`config.mk`:
```
export PLATFORM = sky130hd
export DESIGN_NAME = seq_detector_param
export DESIGN_NICKNAME = d
export VERILOG_FILES = /design/src/rtl/seq_det_pkg.sv /design/src/rtl/sat_counter.sv /design/src/rtl/seq_detector_param.sv
export SDC_FILE = /design/constraint.sdc
export NUM_CORES = 1
export LEC_CHECK = 0
export ABC_AREA = 1
export BUFFER_PORTS_ARGS = -buffer_cell sky130_fd_sc_hd__buf_2
export CAP_MARGIN = 10
export CELL_PAD_IN_SITES_DETAIL_PLACEMENT = 1
export CELL_PAD_IN_SITES_GLOBAL_PLACEMENT = 1
export CORE_MARGIN = 3
export CORE_UTILIZATION = 36
export CTS_CLUSTER_DIAMETER = 200
export DETAILED_ROUTE_END_ITERATION = 8
export PLACE_DENSITY_LB_ADDON = 0.1
export SETUP_SLACK_MARGIN = 0.05
export SYNTH_ARGS = -nofsm -noshare
export SYNTH_HDL_FRONTEND = slang
export SYNTH_SLANG_ARGS = --single-unit
```
`constraint.sdc`:
```
create_clock -name clk -period 1.57 [get_ports clk]
set_input_delay 0 -clock clk [delete_from_list [all_inputs] [get_ports clk]]
set_output_delay 0 -clock clk [all_outputs]
set_load 0.005 [all_outputs]
```
`src/rtl/seq_det_pkg.sv`:
```
// seq_det_pkg: shared limits and saturating-increment helper for the sequence detector
package seq_det_pkg;
  localparam int LEN_MIN = 2;
  localparam int LEN_MAX = 32;
  localparam int CNT_W_MAX = 32;
  // Returns {overflow, next}; an all-ones value of the given width holds and flags overflow.
  function automatic logic [CNT_W_MAX:0] sat_inc(input logic [CNT_W_MAX-1:0] value, input int width);
    logic [CNT_W_MAX-1:0] ones;
    ones = CNT_W_MAX'((33'd1 << width) - 33'd1);
    return (value == ones) ? {1'b1, value} : {1'b0, value + 1'b1};
  endfunction
endpackage

```
`src/rtl/sat_counter.sv`:
```
// sat_counter: saturating event counter with sticky overflow and clear that still counts a concurrent event
module sat_counter
  import seq_det_pkg::*;
#(
  parameter int CNT_W = 8
) (
  input  logic             clk,
  input  logic             reset,
  input  logic             inc,
  input  logic             clr,
  output logic [CNT_W-1:0] cnt,
  output logic             ovf
);
  logic [CNT_W_MAX:0] nxt;
  assign nxt = sat_inc(CNT_W_MAX'(cnt), CNT_W);
  // Clear wins over saturation state, but an increment in the same cycle lands after the clear.
  always_ff @(posedge clk) begin
    if (reset) begin
      cnt <= '0;
      ovf <= 1'b0;
    end else if (clr) begin
      cnt <= CNT_W'(inc);
      ovf <= 1'b0;
    end else if (inc) begin
      cnt <= CNT_W'(nxt);
      ovf <= ovf | nxt[CNT_W_MAX];
    end
  end
endmodule

```
`src/rtl/seq_detector_param.sv`:
```
// seq_detector_param: parametrised serial pattern detector with enable, overlap control and match counter
module seq_detector_param
  import seq_det_pkg::*;
#(
  parameter int            LEN     = 3,
  parameter logic [LEN-1:0] PATTERN = 3'b001,
  parameter bit            OVERLAP = 1'b1,
  parameter bit            REG_OUT = 1'b0,
  parameter int            CNT_W   = 8
) (
  input  logic             clk,
  input  logic             reset,
  input  logic             en,
  input  logic             inp,
  input  logic             clr_cnt,
  output logic             det,
  output logic [CNT_W-1:0] match_cnt,
  output logic             cnt_ovf
);
  localparam int FW = $clog2(LEN);
  if (LEN < LEN_MIN || LEN > LEN_MAX) begin : g_bad_len
    $error("seq_detector_param: LEN out of range");
  end
  if (CNT_W < 1 || CNT_W > CNT_W_MAX) begin : g_bad_cnt_w
    $error("seq_detector_param: CNT_W out of range");
  end
  logic [LEN-2:0] hist;
  logic [FW-1:0]  fill;
  logic [LEN-1:0] window;
  logic           hit;
  logic           det_q;
  assign window = {hist, inp};
  assign hit = ~reset & en & (fill == FW'(LEN - 1)) & (window == PATTERN);
  assign det = REG_OUT ? det_q : hit;
  // History shifts on accepted bits; a non-overlapping match empties it so the next match starts fresh.
  always_ff @(posedge clk) begin
    if (reset) begin
      hist  <= '0;
      fill  <= '0;
      det_q <= 1'b0;
    end else begin
      det_q <= hit;
      if (en) begin
        if (hit && !OVERLAP) begin
          fill <= '0;
        end else begin
          hist <= window[LEN-2:0];
          fill <= (fill == FW'(LEN - 1)) ? fill : fill + 1'b1;
        end
      end
    end
  end
  sat_counter #(.CNT_W(CNT_W)) u_cnt (
    .clk  (clk),
    .reset(reset),
    .inc  (hit),
    .clr  (clr_cnt),
    .cnt  (match_cnt),
    .ovf  (cnt_ovf)
  );
endmodule

```
==> out/metrics.yaml <==
post-cts-setup-buffer-count: 0
vias: 683
achievable-frequency_mhz: 710
worst_setup_path_startpoint: "u_cnt.cnt[0]"
crit_path_end_kind: "register"
power-per-cell-area_mw_per_mm2: 702
grt_start_max_net_pins: 9
ioPinCount: 15
mostFrequentLayoutCell: "sky130_fd_sc_hd__nand2_1"
worst_r2r_path_depth: 8
synth-seq-area-share_pct: 35.8
wire_length_reported_by_the_detailed_router_mm: 1.70
final.setup_skew_ps: 5.30
final_cell_mix: "sky130_fd_sc_hd__nand2_1, sky130_fd_sc_hd__buf_2, sky130_fd_sc_hd__dfxtp_1, sky130_fd_sc_hd__inv_1, sky130_fd_sc_hd__a21oi_1"
floorplan.die.width_um: 50.9
placed_area_um2: 828
grt_usage_pct: 15.2
hold_path.class: "in2reg"
port_buffers: 14
grt-ovfl-total: 0
worst_ep_required_time_ps: 1720
route.met3.wl_um: 67
coreArea_mm2: 0.00182
worstPathMaxFanout: 8
clock_insertion_delay_worst_skew_ps: 280
worstMarginPinSlew_ps: 296
setup_total_negative_slack_ps: 0
run_status: "complete, no violations"
area.growth.synth_to_final_pct: 20.7
yosysUniqueCellTypes: 20
worst-endpoint-arrival_ps: 1560
postSynthCellCount: 103
total_cts_buffers: 3
synth_area_leader_cell: "sky130_fd_sc_hd__dfxtp_1"
peakVddDrop_v: 0.000531
tritoncts: "built"
start_kind: "register"
fp.dieArea_mm2: 0.00259
nets: 131
starting_utilization_of_the_core_area_pct: 39.9
yosys_register_bits: 13
placementRows: 15
worst_setup_path_endpoint: "u_cnt.cnt[1]"
remaining_drc_errors: 0
hold_viol: 0
cts.sink_count: 13
setup_viol: 0
origin_of_the_critical_flop_to_flop_path: "u_cnt.cnt[0]"
viasPerCell: 4.61
worstReg2RegEnd: "u_cnt.cnt[1]"
synth_top_cells_by_area: "sky130_fd_sc_hd__dfxtp_1, sky130_fd_sc_hd__nand2_1, sky130_fd_sc_hd__a21oi_1"
power_leakage_nw: 0.400
final.period_utilization_pct: 89.8
diodes: 0
die-height_um: 50.9
cts_max_level: 1
setup_slack_on_the_worst_flop_to_flop_path_ps: 160
routedWlPerCell_um: 11.5
drt_iter0_drc: 8
root_buffer: "sky130_fd_sc_hd__clkbuf_4"
grt_setup_unrepaired: "false"
fin_crit_ps: 1410
post-dp-hpwl_mm: 1.29
gpl.final_weighted_congestion: 0.720
highest_layer: "met4"
met1Wirelength_um: 851
grt_pass1_vias: 645
synth.net_count: 110
timing_max_transition_violations_final: 0
syn-mean-instance-area_um2: 7.06
timing.max_cap.violations: 0
antenna_found_initial: 0
clkSlewWorstSetupHoldPaths_ps: 80
worst-setup-path-type: "reg2reg"
cts_max_path_buffers: 2
synth_top_area_share_pct: 35.8
fin_area_um2: 877
combined_area_of_all_synthesized_cells_um2: 727
post_route_cells_drive_above_1_share_pct: 22.0
max_slew_margin_pct: 80.2
ant_nets: 0
wire_length_of_the_first_global_routing_pass_mm: 2.98
synthesis.yosys.warnings: 0
route.met2.wl_um: 769
drtPass1Iterations: 3
[layout make-up]
type	instances	area, um2
Multi-Input combinational cell	76	414
Tap cell	25	31.3
Sequential cell	13	260
Fill cell	250	943
Clock buffer	4	26.3
Inverter	14	55.1
Timing Repair Buffer	16	90.1
[flip-flops by register name, indices dropped and copies added, names as in the netlist]
signal and flops:
u_cnt.ovf 1, fill 2, hist 2, u_cnt.cnt 8
[synth_stat cells]
| cell | count |
|---|---|
| sky130_fd_sc_hd__a21oi_1 | 11 |
| sky130_fd_sc_hd__a31oi_1 | 1 |
| sky130_fd_sc_hd__dfxtp_1 | 13 |
| sky130_fd_sc_hd__ha_1 | 2 |
| sky130_fd_sc_hd__inv_1 | 12 |
| sky130_fd_sc_hd__inv_2 | 1 |
| sky130_fd_sc_hd__inv_4 | 1 |
| sky130_fd_sc_hd__nand2_1 | 33 |
| sky130_fd_sc_hd__nand2_4 | 1 |
| sky130_fd_sc_hd__nand2_8 | 1 |
| sky130_fd_sc_hd__nand3_1 | 3 |
| sky130_fd_sc_hd__nand3_2 | 1 |
| sky130_fd_sc_hd__nand3b_1 | 2 |
| sky130_fd_sc_hd__nand4_1 | 1 |
| sky130_fd_sc_hd__nor2_1 | 9 |
| sky130_fd_sc_hd__nor2_2 | 1 |
| sky130_fd_sc_hd__nor2_4 | 3 |
| sky130_fd_sc_hd__o21ai_0 | 3 |
| sky130_fd_sc_hd__xnor2_1 | 1 |
| sky130_fd_sc_hd__xor2_1 | 3 |
[repair_timing]
action                                  4_1_cts  5_1_grt
endpoints found under the hold margin         4        0
resized for setup                             0        1
endpoints found under the setup margin        0        6
hold buffers                                  2        0
[per-stage QoR]
step	power, mW	hold WS, ps	setup slack, ps	utilization, %	cells
floorplan	0.394	69.1	298	-	103
global placement	0.411	242	223	45.5	142
detailed placement	0.414	247	166	45.5	142
CTS	0.626	32.9	119	48.0	148
global route	0.652	38.2	41.8	48.2	148
finish	0.615	43.8	161	48.2	148
[metal layers]
metal | vias up | global-route usage (%)
met5 | - | 0
met4 | 0 | 4.04
met3 | 2 | 4.66
met2 | 11 | 24.2
met1 | 306 | 19.8
li1 | 364 | -
[worst max-delay path, stage by stage, from the launching register on]
cell	delay, ps
sky130_fd_sc_hd__dfxtp_1	410
sky130_fd_sc_hd__ha_2	250
sky130_fd_sc_hd__inv_1	80
sky130_fd_sc_hd__nor2_4	160
sky130_fd_sc_hd__nand2_4	90
sky130_fd_sc_hd__nand2_8	100
sky130_fd_sc_hd__inv_4	60
sky130_fd_sc_hd__nand2_1	70
sky130_fd_sc_hd__a21oi_1	70
[where the power goes]
part	switching [mW]	internal, mW
Sequential	0.00502	0.340
Combinational	0.0385	0.0253
Clock	0.108	0.0986
Total	0.151	0.464
[cells by family after synthesis]
kind of cell             after synthesis  share of synthesized area, %
adder cells (fa/ha/maj)                2                          3.44
flip-flops                            13                          35.8
AO/OA/AOI/OAI                         15                          10.5
XOR/XNOR                               4                          4.82
buffers and inverters                 14                          7.57
AND/OR/NAND/NOR                       55                          37.9
[worst min-delay path by stage]
stage,startpoint,end,slack (ps),cells past startpoint
global placement,reset,hist[0],240,2
detailed placement,reset,hist[0],250,2
floorplan,reset,hist[0],70,1
global route,inp,hist[0],40,3
CTS,inp,hist[0],30,3
finish,inp,hist[0],40,3
Power figures use the tool's default switching activity.
